$ cat src/rtl/life_pkg.sv
// Shared types and constants for the life engine / video SRAM datapath.
package life_pkg;

  localparam int ADDR_W = 19;
  localparam int DATA_W = 8;

  localparam logic [2:0] PH_A_START = 3'd0;
  localparam logic [2:0] PH_B_START = 3'd4;

  localparam logic [ADDR_W-1:0] IDLE_ADDR = '1;

  // owner  | meaning
  // IDLE   | no access, pins parked
  // ENG_RD | life engine read (sub-slot A)
  // ENG_WR | life engine write-back (sub-slot B)
  // CPU_RD | 1MHz bus read
  // CPU_WR | 1MHz bus write
  typedef enum logic [2:0] {
    IDLE,
    ENG_RD,
    ENG_WR,
    CPU_RD,
    CPU_WR
  } owner_t;

  function automatic logic is_read(owner_t o);
    return (o == ENG_RD) || (o == CPU_RD);
  endfunction

  function automatic logic is_write(owner_t o);
    return (o == ENG_WR) || (o == CPU_WR);
  endfunction

  function automatic logic is_cpu(owner_t o);
    return (o == CPU_RD) || (o == CPU_WR);
  endfunction

endpackage

$ cat src/rtl/sram_cycle_gen.sv
// SRAM strobe shaping for one 4-clock sub-slot: maps owner and sub-phase to
// active-low controls, pad enable and the end-of-access strobes.
module sram_cycle_gen
  import life_pkg::*;
(
  input  owner_t     owner,
  input  logic [1:0] sub_phase,
  output logic       cel,
  output logic       oel,
  output logic       wel,
  output logic       doe,
  output logic       capture,
  output logic       last
);

  always_comb begin
    cel     = 1'b1;
    oel     = 1'b1;
    wel     = 1'b1;
    doe     = 1'b0;
    capture = 1'b0;
    last    = 1'b0;
    if (owner != IDLE) begin
      cel  = 1'b0;
      last = (sub_phase == 2'd3);
    end
    if (is_read(owner)) begin
      oel     = 1'b0;
      capture = (sub_phase == 2'd3);
    end
    if (is_write(owner)) begin
      doe = 1'b1;
      // write pulse sits inside the access so addr/data have setup and hold
      wel = !((sub_phase == 2'd1) || (sub_phase == 2'd2));
    end
  end

endmodule

$ cat src/rtl/sram_slot_arbiter.sv
// 8-clock slot scheduler for the external async SRAM (A: engine read, B: engine
// write or CPU). SRAM_CPU_SLOT_A_EN lets the CPU use an unclaimed sub-slot A.
module sram_slot_arbiter #(
  parameter int ADDR_W = life_pkg::ADDR_W,
  parameter int DATA_W = life_pkg::DATA_W,
  parameter logic [ADDR_W-1:0] IDLE_ADDR = {ADDR_W{1'b1}}
) (
  input  logic              clk_pixel,
  input  logic              rst,
  input  logic              phase_sync,
  input  logic              eng_running,
  input  logic              eng_rd_en,
  input  logic [ADDR_W-1:0] eng_rd_addr,
  output logic [DATA_W-1:0] eng_rd_data,
  output logic              eng_rd_valid,
  input  logic              eng_wr_en,
  input  logic [ADDR_W-1:0] eng_wr_addr,
  input  logic [DATA_W-1:0] eng_wr_data,
  input  logic              cpu_req,
  input  logic              cpu_we,
  input  logic [ADDR_W-1:0] cpu_addr,
  input  logic [DATA_W-1:0] cpu_wdata,
  output logic              cpu_ack,
  output logic [DATA_W-1:0] cpu_rdata,
  output logic [ADDR_W-1:0] ram_addr,
  output logic [DATA_W-1:0] ram_dout,
  output logic              ram_doe,
  input  logic [DATA_W-1:0] ram_din,
  output logic              ram_cel,
  output logic              ram_oel,
  output logic              ram_wel
);

  import life_pkg::*;

  logic [2:0]        phase_q;
  logic [2:0]        phase_nxt;
  owner_t            owner_q;
  owner_t            owner_nxt;
  owner_t            cpu_own;
  logic              decide_a;
  logic              decide_b;
  logic              cpu_ok;
  logic [ADDR_W-1:0] addr_nxt;
  logic [DATA_W-1:0] dout_nxt;
  logic              cel_nxt;
  logic              oel_nxt;
  logic              wel_nxt;
  logic              doe_nxt;
  logic              cap_nxt;
  logic              last_nxt;
  logic              cap_q;
  logic              last_q;

  always_comb begin
    phase_nxt = phase_sync ? PH_A_START : phase_q + 3'd1;
    decide_a  = ((phase_q + 3'd1) == PH_A_START);
    decide_b  = ((phase_q + 3'd1) == PH_B_START);
    // a CPU access already in flight blocks a second grant for the same request
    cpu_ok    = cpu_req && !eng_running && !is_cpu(owner_q);
    cpu_own   = cpu_we ? CPU_WR : CPU_RD;

    owner_nxt = owner_q;
    if (phase_sync) begin
      owner_nxt = IDLE;
    end else if (decide_a) begin
      if (eng_rd_en) owner_nxt = ENG_RD;
`ifdef SRAM_CPU_SLOT_A_EN
      else if (cpu_ok) owner_nxt = cpu_own;
`endif
      else owner_nxt = IDLE;
    end else if (decide_b) begin
      if (eng_wr_en && eng_running) owner_nxt = ENG_WR;
      else if (cpu_ok)              owner_nxt = cpu_own;
      else                          owner_nxt = IDLE;
    end
  end

  always_comb begin
    addr_nxt = ram_addr;
    dout_nxt = ram_dout;
    if ((decide_a || decide_b) && !phase_sync) begin
      case (owner_nxt)
        ENG_RD: addr_nxt = eng_rd_addr;
        ENG_WR: begin
          addr_nxt = eng_wr_addr;
          dout_nxt = eng_wr_data;
        end
        CPU_RD: addr_nxt = cpu_addr;
        CPU_WR: begin
          addr_nxt = cpu_addr;
          dout_nxt = cpu_wdata;
        end
        default: addr_nxt = IDLE_ADDR;
      endcase
    end
    if (owner_nxt == IDLE) addr_nxt = IDLE_ADDR;
  end

  // Strobes are computed for the coming cycle so every pad output is a flop.
  sram_cycle_gen u_cycle_gen (
    .owner     (owner_nxt),
    .sub_phase (phase_nxt[1:0]),
    .cel       (cel_nxt),
    .oel       (oel_nxt),
    .wel       (wel_nxt),
    .doe       (doe_nxt),
    .capture   (cap_nxt),
    .last      (last_nxt)
  );

  always_ff @(posedge clk_pixel) begin
    if (rst) begin
      phase_q      <= PH_A_START;
      owner_q      <= IDLE;
      ram_cel      <= 1'b1;
      ram_oel      <= 1'b1;
      ram_wel      <= 1'b1;
      ram_doe      <= 1'b0;
      ram_addr     <= IDLE_ADDR;
      ram_dout     <= '0;
      cap_q        <= 1'b0;
      last_q       <= 1'b0;
      eng_rd_valid <= 1'b0;
      eng_rd_data  <= '0;
      cpu_ack      <= 1'b0;
      cpu_rdata    <= '0;
    end else begin
      phase_q      <= phase_nxt;
      owner_q      <= owner_nxt;
      ram_cel      <= cel_nxt;
      ram_oel      <= oel_nxt;
      ram_wel      <= wel_nxt;
      ram_doe      <= doe_nxt;
      ram_addr     <= addr_nxt;
      ram_dout     <= dout_nxt;
      cap_q        <= cap_nxt;
      last_q       <= last_nxt;
      // a sync on the closing edge aborts the access: no data, no handshake
      eng_rd_valid <= cap_q && (owner_q == ENG_RD) && !phase_sync;
      cpu_ack      <= last_q && is_cpu(owner_q) && !phase_sync;
      if (cap_q && !phase_sync) begin
        if (owner_q == ENG_RD) eng_rd_data <= ram_din;
        else                   cpu_rdata   <= ram_din;
      end
    end
  end

endmodule

$ cat config.mk
export PLATFORM = sky130hd
export DESIGN_NAME = sram_slot_arbiter
export DESIGN_NICKNAME = d
export VERILOG_FILES = /design/src/rtl/life_pkg.sv /design/src/rtl/sram_cycle_gen.sv /design/src/rtl/sram_slot_arbiter.sv
export SDC_FILE = /design/constraint.sdc
export NUM_CORES = 1
export LEC_CHECK = 0
export CORE_ASPECT_RATIO = 0.9
export CORE_MARGIN = 2
export CORE_UTILIZATION = 57
export DETAILED_ROUTE_END_ITERATION = 12
export DONT_BUFFER_PORTS = 1
export GPL_TIMING_DRIVEN = 1
export PLACE_DENSITY = 0.72
export SYNTH_ARGS = -nofsm -noshare
export SYNTH_HDL_FRONTEND = slang
export SYNTH_HIERARCHICAL = 1
export SYNTH_SLANG_ARGS = --single-unit
$ cat constraint.sdc
create_clock -name clk_pixel -period 8.55 [get_ports clk_pixel]
set_clock_uncertainty 0.15 [all_clocks]
set_input_delay 1.71 -clock clk_pixel [delete_from_list [all_inputs] [get_ports clk_pixel]]
set_output_delay 1.71 -clock clk_pixel [all_outputs]
set_load 0.005 [all_outputs]
# ---- Word-level counts from Yosys, hierarchy flattened
# Cells that the tools add are included.
dict set report word_totals {
  out_inout_bits 49
  regBits 57
}
dict set report op_classes {
  mux 13
  n_eq_ne 11
  n_reduce_logical 31
  bitwise_logic 4
  add_sub_neg 1
}
# operator n
set ops {}
lappend ops {{$pmux 19 s3} 1}
lappend ops {{$mux 3} 6}
lappend ops {{$pmux 8 s2} 1}
lappend ops {{$reduce_or 2->1} 6}
lappend ops {{$eq 3x2->1 const B} 3}
lappend ops {{$eq 3x3->1 const B} 3}
lappend ops {{$logic_and 1x1->1} 9}
lappend ops {{$eq 3x1->1 const B} 2}
lappend ops {{$logic_not 3->1} 2}
lappend ops {{$reduce_and 2->1} 3}
lappend ops {{$logic_or 1x1->1} 5}
lappend ops {{$eq 2x2->1 const B} 2}
lappend ops {{$logic_not 1->1} 4}
lappend ops {{$mux 1} 4}
lappend ops {{$not 1->1} 4}
lappend ops {{$add 3x1->3 const B} 1}
lappend ops {{$reduce_bool 3->1} 1}
lappend ops {{$eq 2x1->1 const B} 1}
lappend ops {{$mux 2} 1}
lappend ops {{$reduce_bool 2->1} 1}

# ---- Depth between registers and ports, before layout
dict set report logic_depth {
  depth_word 13
  ltp_mapped 11
  depth_no_buf 8
}

# ---- Cells and area by module
# The synthesis kept the hierarchy.
# mod instances area_per_inst_um2 cells_each seq_area_each_um2
set modules_own_cells {}
lappend modules_own_cells {sram_slot_arbiter 1 2782.7 271 1141.1}
lappend modules_own_cells {sram_cycle_gen 1 56.3 9 0.0}

# ---- Worst setup path before layout
# Ideal clock, no wire load.
dict set report synth_timing {
  kind {input to register}
  from {input port cpu_req}
  to {register ram_wel}
  n_path_buf 2
  t_arrival_ns 3.481
  slack_ns 4.796
  required_ns 8.277
  cell_stages 9
  setup_ns 0.123
  cell_sequence {nor2b_1 and3_4 buf_6 a31oi_1 clkbuf_1 nor2_1 xnor2_1 or3b_1 or2_2}
}
dict set report synth_via {
  elab_chain_len 11
  word_cells_on_any_way 12
  classes_between {2 x eq/ne; 5 x mux; 1 x bitwise; 4 x reduce/logical}
}
# element line_no
set synth_rtl {}
lappend synth_rtl {{from (decl)} sram_slot_arbiter.sv:19} ;# input logic cpu_req,
lappend synth_rtl {{$logic_and 1x1->1 * (2 in a row)} sram_slot_arbiter.sv:60} ;# cpu_ok = cpu_req && !eng_running && !is_cpu(owner_q);
lappend synth_rtl {{$mux 3 *} sram_slot_arbiter.sv:74} ;# else if (cpu_ok) owner_nxt = cpu_own;
lappend synth_rtl {{$mux 3 *} sram_slot_arbiter.sv:73} ;# if (eng_wr_en && eng_running) owner_nxt = ENG_WR;
lappend synth_rtl {{$mux 3 *} sram_slot_arbiter.sv:72} ;# end else if (decide_b) begin
lappend synth_rtl {{$mux 3 *} sram_slot_arbiter.sv:66} ;# end else if (decide_a) begin
lappend synth_rtl {{$mux 3 *} sram_slot_arbiter.sv:64} ;# if (phase_sync) begin
lappend synth_rtl {{via owner_nxt[1]} sram_slot_arbiter.sv:39} ;# owner_t owner_nxt;
lappend synth_rtl {{$eq 3x2->1 or $eq 3x3->1 (tied branches)} life_pkg.sv:31} ;# return (o == ENG_WR) || (o == CPU_WR);
lappend synth_rtl {{$logic_or 1x1->1 *} life_pkg.sv:31}
lappend synth_rtl {{$not 1->1 (no source line) *} -}
lappend synth_rtl {{$reduce_or 2->1 (no source line) *} -}
lappend synth_rtl {{to (signal assigned)} sram_slot_arbiter.sv:133} ;# ram_wel <= wel_nxt;
lappend synth_rtl {{to (decl)} sram_slot_arbiter.sv:31} ;# output logic ram_wel
# The timed path passes the listed nets; every way through them passes the cells marked *.
# A chain may end at the register's enable or synchronous reset.

# ---- Final worst setup path
# Same ends and word-level chain as after synthesis.

==> results.py <==
metrics = {
    "run_status": {
        "status": "finished clean",
    },
    "route": {
        "dr.pass1.iters": 4,
        "routed_wl_mm": 6.79,
        "drt_iter0_drc": 97,
        "ant_nets": 0,
        "vias": 2292,
        "wire_per_inst_um": 20.2,
        "vias_per_cell": 6.80,
        "drc": 0,
    },
    "yosys": {
        "synth.avg_cell_area_um2": 10.1,
        "ys_top_cells_by_area": "dfxtp_1, a32o_1, o32a_1, nor4b_1, mux2i_1",
        "yosysTopAreaCell": "dfxtp_1",
        "yosys_warnings": 6,
        "synth_area_um2": 2840,
        "synth_edf_count": 0,
        "synth_top_area_share_pct": 40.2,
        "synth_common_cells": "dfxtp_1, nor2_1, a32o_1, o32a_1, nor4b_1",
        "yosys_register_bits": 57,
        "syn-instance-count": 280,
        "synth_most_common_cell": "dfxtp_1",
        "async_reset_ff_share_pct": 0,
        "syn_nets": 372,
        "ys_types": 47,
        "synth_seq_area_share_pct": 40.2,
        "synthFlopType": "dfxtp_1",
    },
    "sta": {
        "fmax_ghz": 0.257,
        "finalSetupViolCount": 0,
        "rsz0062_at_grt": "no",
        "slew_headroom_pct": 23.2,
        "min_period_ps": 3900,
        "tightestPinTransition_ps": 1150,
        "worst_hold_slack_ps": 269,
        "finalSetupTns_ps": 0,
        "slew_viol_final": 0,
        "fin_crit_sh_pct": 45.6,
        "hold_viol_final": 0,
    },
    "placed_design": {
        "place_inst": 321,
        "gp_congestion": 0.843,
        "place_area_um2": 2800,
        "dp_hpwl_mm": 4.60,
        "port_buffers": 0,
    },
    "worst_setup_path": {
        "worstPathMaxFanout": 21,
        "path_buf_inv": 0,
        "path_class": "input pin to register",
        "critical-path-top-delay-family": "simple AND/OR/NAND/NOR gates",
        "critPathArrivalTime_ps": 3970,
        "slowest_delay_ps": 920,
        "worstPathCellList": "nor2b_1, and3_4, a31oi_2, nor2_1, xnor2_1, or3b_1, or2_2",
        "cp-start-kind": "input pin",
        "critical_path.endpoint_type": "register",
        "rrSetupSlack_ps": 4930,
        "cp_slowest_cell": "a31oi_2",
        "worstPathRequired_ps": 8620,
    },
    "finish": {
        "design_area_um2": 3020,
        "layout-drive-gt1-share_pct": 11.4,
        "diodes": 0,
        "syn_to_final_growth_pct": 6.52,
        "fin_cells": 337,
        "nets": 359,
    },
    "global_route": {
        "grt_max_degree": 49,
        "overflow": 0,
        "grt_pass1_vias": 2141,
        "grt_pass1_wl_mm": 10.3,
        "antenna_found_initial": 0,
        "grt_util_all_layers_pct": 23.9,
    },
    "floorplan": {
        "num_io_pins": 138,
        "dieArea_um2": 5560,
        "floorplan.initialDensity_pct": 58.7,
        "die_h_um": 71.0,
        "placementRows": 24,
        "die_w_um": 78.4,
        "core_region_area_um2": 4830,
    },
    "hold_path": {
        "min_path_type": "register to register",
    },
    "clocking": {
        "cts_setup_buffers": 0,
        "cts.sinks": 57,
        "cts_tree": "built",
        "clock_path_buffers": 2,
        "cts_resized": 0,
        "cts.clk_slew.worst_paths_ps": 70,
        "htreeDepth": 3,
        "insertion_delay_ps": 330,
        "root_buffer": "clkbuf_8",
        "holdBufCountCts": 0,
        "numCtsBuffers": 9,
    },
    "power_and_ir_drop": {
        "ir_worst_vdd_mv": 0.121,
        "total_power_mw": 0.556,
        "power.leakage_nw": 0.949,
        "p_per_area_nw_per_um2": 184,
    },
    "flow_run": {
        "drv_cap": 0,
    },
}
-- worst reg2reg max path, stage by stage (launching register included) --
cell	delay, ps
dfxtp_1	400
ha_1	440
clkinv_1	330
o2bb2ai_1	280
a31oi_2	930
nor2_1	170
xnor2_1	210
or3b_1	340
or2_2	270
-- metrics by stage --
stage / worst slack (ps) / util, %
after floorplan: 4800 / -
after global placement: 4390 / 58.0
after detailed placement: 4330 / 58.0
after CTS: 4690 / 62.6
after global routing: 4510 / 62.6
final: 4650 / 62.6
-- sequential cells by signal, summed over array words and instances, names as in the netlist --
name and cells:
ram_cel 1, owner_q 3, ram_wel 1, eng_rd_data 8, ram_addr 19, cap_q 1
eng_rd_valid 1, ram_dout 8, cpu_rdata 8, phase_q 3, cpu_ack 1, ram_oel 1
ram_doe 1, last_q 1
-- report_power, final --
| group | leakage [nW] | internal [mW] | switching [mW] |
|---|---|---|---|
| registers | 0.460 | 0.266 | 0.000510 |
| logic | 0.375 | 0.00648 | 0.00615 |
| clock network | 0.113 | 0.172 | 0.105 |
-- worst paths after layout --
| check | to | cells past startpoint | start |
|---|---|---|---|
| hold reg to reg | cpu_ack$_SDFF_PP0_ | 2 | last_q$_SDFF_PP0_ |
| setup / recovery | ram_wel$_SDFF_PP1_ | 7 | cpu_req |
| setup reg to reg | ram_wel$_SDFF_PP1_ | 8 | phase_q[0]$_SDFF_PP0_ |
| hold / removal | cpu_ack$_SDFF_PP0_ | 2 | last_q$_SDFF_PP0_ |
-- layer usage --
| layer | up-vias | GRT usage [%] | wire, um |
|---|---|---|---|
| met2 | 117 | 37.6 | 3070 |
| met5 | - | 0 | 0 |
| met4 | 0 | 8.58 | 133 |
| met3 | 12 | 12.0 | 759 |
| met1 | 1073 | 28.3 | 2830 |
| li1 | 1090 | - | - |
-- cell type report --
class | count | area (um2)
fill | 410 | 1810
sequential | 57 | 1140
multi-input combinational | 194 | 1560
tap | 65 | 81.3
timing repair buffer | 1 | 7.51
clock buffer | 11 | 141
clock inverter | 5 | 78.8
inverter | 4 | 15.0
-- logic make-up after synthesis --
| logic type | after synthesis | synth area share [%] |
|---|---|---|
| simple gates | 91 | 19.6 |
| xor+xnor | 3 | 0.926 |
| fa+ha+maj | 3 | 1.32 |
| compound gates | 81 | 27.1 |
| buf+inv | 29 | 5.29 |
| flops | 57 | 40.2 |
| mux | 16 | 5.64 |
-- cells in the final DEF, fill, tap and decap left out, types with 2 or more instances in the layout --
| master | n |
|---|---|
| nand2_1 | 4 |
| nand4b_1 | 8 |
| mux2i_1 | 16 |
| and2_1 | 2 |
| o32a_1 | 20 |
| nor3_1 | 4 |
| nor4b_1 | 19 |
| a311oi_1 | 8 |
| ha_1 | 3 |
| xnor2_1 | 2 |
| nor2_1 | 32 |
| bufinv_16 | 2 |
| or2_2 | 4 |
| a32o_1 | 20 |
| a21oi_1 | 11 |
| o22a_1 | 2 |
| nand3b_1 | 2 |
| nor2b_1 | 7 |
| inv_1 | 3 |
| dfxtp_1 | 57 |
| clkinv_2 | 2 |
| clkbuf_8 | 10 |
| nand3_1 | 2 |
| o31ai_1 | 8 |
No activity file was read; power rests on OpenSTA's default activity.
